### src/rtl/display_regs_pkg.sv
// ============================================================================
// Module   : display_regs_pkg
// Brief    : Register map, control bits and helpers for the display writer.
// Revision : 1.0
// ============================================================================
`default_nettype none

package display_regs_pkg;

    localparam logic [3:0] ADDR_PIPE_X0    = 4'd0;
    localparam logic [3:0] ADDR_BOTTOMTOP0 = 4'd4;
    localparam logic [3:0] ADDR_YSPACE0    = 4'd8;
    localparam logic [3:0] ADDR_BIRD       = 4'd12;
    localparam logic [3:0] ADDR_SCORE      = 4'd13;
    localparam logic [3:0] ADDR_HISCORE    = 4'd14;
    localparam logic [3:0] ADDR_CTRL       = 4'd15;

    localparam int NUM_DATA_REGS = 15;

    localparam int CTRL_COMMIT = 0;
    localparam int CTRL_CLEAR  = 1;

    typedef logic [31:0] reg_word_t;

    function automatic reg_word_t umax(input reg_word_t a, input reg_word_t b);
        return (a > b) ? a : b;
    endfunction

endpackage

`default_nettype wire

### src/rtl/sync_edge_detect.sv
// ============================================================================
// Module   : sync_edge_detect
// Brief    : Multi-flop synchronizer followed by a one-clock rising-edge pulse.
// Revision : 1.0
// ============================================================================
`default_nettype none

module sync_edge_detect #(
    parameter int SYNC_STAGES = 2
) (
    input  logic clk,
    input  logic reset,
    input  logic din,
    output logic pulse
);

    logic [SYNC_STAGES-1:0] r_sync;
    logic                   r_prev;

    always_ff @(posedge clk or negedge reset) begin
        if (!reset) begin
            r_sync <= '0;
            r_prev <= 1'b0;
        end else begin
            r_sync <= {r_sync[SYNC_STAGES-2:0], din};
            r_prev <= r_sync[SYNC_STAGES-1];
        end
    end

    assign pulse = r_sync[SYNC_STAGES-1] & ~r_prev;

endmodule

`default_nettype wire

### src/rtl/display_reg_writer.sv
// ============================================================================
// Module   : display_reg_writer
// Brief    : Shadow register bank published atomically to the VGA at frame edge.
// Revision : 1.0
// ============================================================================
`default_nettype none

module display_reg_writer
    import display_regs_pkg::*;
#(
    parameter int SYNC_STAGES = 2,
    parameter int FRAME_CNT_W = 16
) (
    input  logic                   clk,
    input  logic                   reset,
    input  logic                   wr_en,
    input  logic [3:0]             wr_addr,
    input  logic [31:0]            wr_data,
    input  logic [3:0]             rd_addr,
    output logic [31:0]            rd_data,
    input  logic                   screen_end,
    output logic [31:0]            pipe1x,
    output logic [31:0]            pipe2x,
    output logic [31:0]            pipe3x,
    output logic [31:0]            pipe4x,
    output logic [31:0]            pipe1bottomtop,
    output logic [31:0]            pipe2bottomtop,
    output logic [31:0]            pipe3bottomtop,
    output logic [31:0]            pipe4bottomtop,
    output logic [31:0]            pipe1yspace,
    output logic [31:0]            pipe2yspace,
    output logic [31:0]            pipe3yspace,
    output logic [31:0]            pipe4yspace,
    output logic [31:0]            bird_top_left,
    output logic [31:0]            current_score,
    output logic [31:0]            high_score,
    output logic                   frame_tick,
    output logic                   commit_done,
    output logic [FRAME_CNT_W-1:0] frame_count
);

    localparam logic [0:0] ST_IDLE  = 1'b0;
    localparam logic [0:0] ST_ARMED = 1'b1;

    localparam logic [FRAME_CNT_W-1:0] c_frame_one = {{(FRAME_CNT_W-1){1'b0}}, 1'b1};

    reg_word_t              r_shadow [NUM_DATA_REGS];
    reg_word_t              r_live   [NUM_DATA_REGS];
    logic [0:0]             r_state;
    logic                   r_clear_pending;
    logic                   r_frame_tick;
    logic                   r_commit_done;
    logic [FRAME_CNT_W-1:0] r_frame_count;

    logic      w_fe;
    logic      w_pending;
    logic      w_ctrl_wr;
    logic      w_commit;
    logic      w_clear;
    logic      w_data_wr;
    logic      w_apply;
    reg_word_t w_hiscore;

    sync_edge_detect #(
        .SYNC_STAGES(SYNC_STAGES)
    ) u_sync (
        .clk  (clk),
        .reset(reset),
        .din  (screen_end),
        .pulse(w_fe)
    );

    assign w_pending = (r_state == ST_ARMED);
    assign w_ctrl_wr = wr_en && (wr_addr == ADDR_CTRL);
    assign w_commit  = w_ctrl_wr && (wr_data[CTRL_COMMIT] || wr_data[CTRL_CLEAR]);
    assign w_clear   = w_ctrl_wr && wr_data[CTRL_CLEAR];
    assign w_data_wr = wr_en && (wr_addr != ADDR_CTRL);
    // A commit landing on the same edge as fe is not applied by that fe.
    assign w_apply   = w_fe && w_pending;
    assign w_hiscore = umax(r_shadow[ADDR_HISCORE], r_shadow[ADDR_SCORE]);

    always_ff @(posedge clk or negedge reset) begin
        if (!reset) begin
            r_state         <= ST_IDLE;
            r_clear_pending <= 1'b0;
        end else begin
            case (r_state)
                ST_IDLE:  if (w_commit) r_state <= ST_ARMED;
                ST_ARMED: if (w_fe && !w_commit) r_state <= ST_IDLE;
                default:  r_state <= ST_IDLE;
            endcase
            if (w_clear) begin
                r_clear_pending <= 1'b1;
            end else if (w_fe) begin
                r_clear_pending <= 1'b0;
            end
        end
    end

    // Copy reads pre-edge shadow; a same-cycle processor write overrides it afterwards.
    always_ff @(posedge clk or negedge reset) begin
        if (!reset) begin
            for (int i = 0; i < NUM_DATA_REGS; i++) begin
                r_shadow[i] <= '0;
                r_live[i]   <= '0;
            end
        end else begin
            if (w_apply) begin
                for (int i = 0; i < NUM_DATA_REGS - 1; i++) begin
                    r_live[i] <= r_clear_pending ? '0 : r_shadow[i];
                    if (r_clear_pending) begin
                        r_shadow[i] <= '0;
                    end
                end
                r_live[ADDR_HISCORE]   <= w_hiscore;
                r_shadow[ADDR_HISCORE] <= w_hiscore;
            end
            if (w_data_wr) begin
                r_shadow[wr_addr] <= wr_data;
            end
        end
    end

    always_ff @(posedge clk or negedge reset) begin
        if (!reset) begin
            r_frame_tick  <= 1'b0;
            r_commit_done <= 1'b0;
            r_frame_count <= '0;
        end else begin
            r_frame_tick  <= w_fe;
            r_commit_done <= w_apply;
            if (w_fe) begin
                r_frame_count <= r_frame_count + c_frame_one;
            end
        end
    end

    always_comb begin
        rd_data = '0;
        if (rd_addr == ADDR_CTRL) begin
            rd_data = {29'b0, r_clear_pending, w_pending, r_frame_count[0]};
        end else begin
            rd_data = r_shadow[rd_addr];
        end
    end

    assign pipe1x         = r_live[ADDR_PIPE_X0];
    assign pipe2x         = r_live[ADDR_PIPE_X0 + 4'd1];
    assign pipe3x         = r_live[ADDR_PIPE_X0 + 4'd2];
    assign pipe4x         = r_live[ADDR_PIPE_X0 + 4'd3];
    assign pipe1bottomtop = r_live[ADDR_BOTTOMTOP0];
    assign pipe2bottomtop = r_live[ADDR_BOTTOMTOP0 + 4'd1];
    assign pipe3bottomtop = r_live[ADDR_BOTTOMTOP0 + 4'd2];
    assign pipe4bottomtop = r_live[ADDR_BOTTOMTOP0 + 4'd3];
    assign pipe1yspace    = r_live[ADDR_YSPACE0];
    assign pipe2yspace    = r_live[ADDR_YSPACE0 + 4'd1];
    assign pipe3yspace    = r_live[ADDR_YSPACE0 + 4'd2];
    assign pipe4yspace    = r_live[ADDR_YSPACE0 + 4'd3];
    assign bird_top_left  = r_live[ADDR_BIRD];
    assign current_score  = r_live[ADDR_SCORE];
    assign high_score     = r_live[ADDR_HISCORE];
    assign frame_tick     = r_frame_tick;
    assign commit_done    = r_commit_done;
    assign frame_count    = r_frame_count;

endmodule

`default_nettype wire

### config.mk
export PLATFORM = sky130hd
export DESIGN_NAME = display_reg_writer
export DESIGN_NICKNAME = d
export VERILOG_FILES = /design/src/rtl/display_regs_pkg.sv /design/src/rtl/sync_edge_detect.sv /design/src/rtl/display_reg_writer.sv
export SDC_FILE = /design/constraint.sdc
export NUM_CORES = 2
export LEC_CHECK = 0
export BUFFER_PORTS_ARGS = -buffer_cell sky130_fd_sc_hd__buf_2
export CAP_MARGIN = 20
export CORE_MARGIN = 3
export CORE_UTILIZATION = 50
export CTS_CLUSTER_SIZE = 14
export DETAILED_ROUTE_END_ITERATION = 8
export GPL_ROUTABILITY_DRIVEN = 1
export PLACE_DENSITY = 0.71
export SYNTH_ARGS = -nofsm -noshare
export SYNTH_HDL_FRONTEND = slang
export SYNTH_SLANG_ARGS = --single-unit
### constraint.sdc
create_clock -name clk -period 2.35 [get_ports clk]
set_input_delay 0 -clock clk [delete_from_list [all_inputs] [get_ports clk]]
set_output_delay 0 -clock clk [all_outputs]
set_load 0.05 [all_outputs]
==> run_results.csv <==
group,metric,value,unit
detailed_routing,antenna_left,0,
timing,period_minus_slack,2500,ps
place,placed_area,49000,um2
clock_tree,cts_buffer_depth,3,
detailed_routing,totalWireLength,168000,um
synthesis,yosysUniqueCellTypes,51,
run,maxCapViolations,0,
floorplanning,num_rows,107,
synthesis,syn_area_per_cell,9.31,um2
clock_tree,cts-root-buf,"clkbuf_16",
setup_path,crit_path_max_fanout,8,
setup_path,r2r_slack,-150,ps
detailed_routing,dr.pass1.iters,7,
layout,layout-drive-gt1-share,25.0,%
clock_tree,clock_latency,670,ps
timing,tightest_slew,809,ps
power_and_ir_drop,p_total,72.4,mW
floorplanning,fp.dieW,301,um
timing,slew_headroom,46.1,%
setup_path,path_cells,"inv_2, ha_4, a21oi_2, o21ai_2, a221o_1, o31a_1, nor3_4, buf_6, buf_16, o221ai_2",
detailed_routing,wl_per_cell,25.4,um
setup_path,reg2reg_from,"r_shadow[39]",
synthesis,synth_ff_type,"dfrtp_1",
hold_path,hold_path_end,"r_shadow[352]",
hold_path,hold_path.startpoint,"wr_addr[0]",
detailed_routing,dr.first_iter.drc_count,4947,
synthesis,yosysSeqAreaShare,56.4,%
hold_path,min_path_cells,4,
global_routing,antenna_found_initial,17,
setup_path,max_stage_delay,400,ps
clock_tree,numCtsBuffers,102,
synthesis,synth_nets,4763,
timing,worst_slack,-150,ps
layout,num-fill-cells,6901,
global_routing,grt_pass1_vias,36600,
global_routing,grt_overflow,0,
layout,layout.cells.most_common,"nand2_1",
clock_tree,clk_pin_slew_worst_paths,60,ps
timing,setup_tns,-7240,ps
layout,layout_common_cells,"nand2_1 (1868), dfrtp_1 (980), o21ai_0 (900)",
clock_tree,cts.htree.levels,3,
hold_path,hp-class,"input port to flop",
timing,setup_viol,86,
synthesis,syn_area,43600,um2
setup_path,r2r-end,"r_shadow[28]",
place,hpwlAfterDp,118000,um
global_routing,grt_pass1_wl,245000,um
setup_path,crit_type,"flop to flop",
layout,area_growth,25.4,%
detailed_routing,vias,38900,
setup_path,end_kind,"flop",
timing,timing.fmax,400,MHz
floorplanning,dieArea,90900,um2
power_and_ir_drop,p_leak,26.4,nW
floorplanning,start_util,50.9,%
clock_tree,cts_tree,"built",
place,numPortBuffers,573,
global_routing,grt_max_degree,123,
synthesis,synth_seq_cells,983,
setup_path,cp-start-kind,"flop",
timing,slew_viol_final,0,
setup_path,cp.arrival,3030,ps
detailed_routing,remaining_drc_errors,0,
setup_path,crit_required,2880,ps
layout,fin_area,54700,um2
outcome,violations,"negative setup slack",
detailed_routing,vias_per_cell,5.87,
floorplanning,io-pin-count,574,
synthesis,synth-async-reset-ratio,100,%
synthesis,syn_inst,4686,
floorplanning,dieHeight,301,um
layout,fin_nets,5464,
place,gp_congestion,0.959,
power_and_ir_drop,ir_worst_vdd,0.00100,V
place,dp.cells,6235,
global_routing,grt_usage,36.5,%
clock_tree,clock_sinks,983,
layout,fin_cells,6620,
timing,hold_viol,0,
synthesis,synth_edf_count,0,
timing,period_share,106,%
timing,finalClockSkew,18.2,ps
power_and_ir_drop,powerDensity,1320,nW/um2
outcome,status,"finished with violations",
setup_path,reg2reg_depth,10,
timing,rsz0062_at_grt,"yes",
synthesis,ys_warn_count,0,
floorplanning,core_area,85800,um2
setup_path,cp_slowest_cell,"dfrtp_1",
kinds of logic (layout without fill, tap and decap cells):
family	count (synthesis)	after routing	synth area share, %
other cells	0	9	0
fa+ha+maj	33	33	0.946
compound gates	1060	1060	13.4
mux	158	158	7.30
flops	983	983	56.4
simple gates	2003	2003	17.7
xor+xnor	15	15	0.301
buf+inv	434	1215	3.97
state kept, by name (all words and copies together) (netlist names), 2 cells and up:
| signal | count |
|---|---|
| r_shadow | 480 |
| bird_top_left | 32 |
| current_score | 32 |
| high_score | 32 |
| pipe1bottomtop | 32 |
| pipe1x | 32 |
| pipe1yspace | 32 |
| pipe2bottomtop | 32 |
| pipe2x | 32 |
| pipe2yspace | 32 |
| pipe3bottomtop | 32 |
| pipe3x | 32 |
| pipe3yspace | 32 |
| pipe4bottomtop | 32 |
| pipe4x | 32 |
| pipe4yspace | 32 |
| frame_count | 16 |
| u_sync.r_sync | 2 |
metal layers:
metal	vias to the layer above	GRT usage [%]	wire, um
li1	17100	-	-
met1	18900	49.3	63900
met2	2377	52.4	72500
met3	469	10.0	19100
met4	12	23.0	12300
met5	-	0	73
through the flow:
stage / setup slack, ps / hold WS (ps) / util, %
CTS: -140 / 6.08 / 63.2
floorplan: 47.6 / -296 / -
global route: -232 / 56.5 / 63.8
global placement: -116 / -25.8 / 57.1
detailed placement: -207 / -23.9 / 57.1
finish: -150 / 29.9 / 63.8
Yosys cell counts (all sizes together), types with 2 or more instances:
cell    instances  share of area (%)
o21a            4              0.069
a221o           2              0.046
ha             33               0.95
o21ai         902                 10
nor2           51               0.44
dfrtp         983                 56
xnor2          10               0.20
and4            2              0.040
and3            3              0.043
nand2b          3              0.043
o221ai         33                1.1
buf            88               0.99
o22ai          29               0.42
xor2            5               0.10
nand3          45               0.52
nor3            6               0.11
nand4          10               0.19
a21oi          15               0.17
a31oi          32               0.46
nand3b          2              0.034
o31ai          32               0.56
nor2b           5              0.072
mux2i          29               0.67
nand2        1871                 16
a211oi          3              0.063
mux4          128                6.6
inv            37               0.32
a21o            2              0.034
clkbuf        309                2.7
worst max path at each step:
stage | cells after the start | from | slack (ps) | end
after floorplan | 9 | r_shadow[43] | 50 | r_shadow[10]
after detailed placement | 9 | r_shadow[39] | -210 | r_shadow[1]
after global routing | 10 | r_shadow[39] | -230 | r_shadow[14]
final | 10 | r_shadow[39] | -150 | r_shadow[28]
after global placement | 8 | r_shadow[7] | -120 | r_shadow[1]
after CTS | 4 | r_shadow[288] | -140 | rd_data[0]
report_power, final:
group	internal, mW	total, mW	switching [mW]	leakage, nW
logic	8.52	29.9	21.3	12.2
registers	21.9	26.2	4.27	12.5
clock network	9.47	16.4	6.94	1.65
total	39.9	72.4	32.5	26.4
layout make-up:
cell class	instances	area (um2)	share of cell area (%)
Antenna cell	9	22.5	0.0411
Clock buffer	146	2980	5.45
Clock inverter	38	382	0.697
Inverter	37	146	0.267
Multi-Input combinational cell	3269	17900	32.6
Sequential cell	983	24600	45.0
Tap cell	1144	1430	2.62
Timing Repair Buffer	994	7300	13.3
worst max-delay path: cells and delay by family, from the launching register on:
kind,cells,cell delay [ps]
and+or+nand+nor,1,280
adders and majority gates,1,210
buffers and inverters,3,420
DFF,1,400
AOI/OAI and AO/OA,5,1060
timing repair:
| action | CTS | global route |
|---|---|---|
| cloned | 7 | 0 |
| endpoints found under the hold margin | 1396 | 0 |
| endpoints found under the setup margin | 96 | 96 |
| resized for setup | 152 | 33 |
| buffers inserted | 107 | 42 |
| hold buffers | 39 | 0 |
| pin swaps | 13 | 21 |
(Power assumes the default switching activity.)
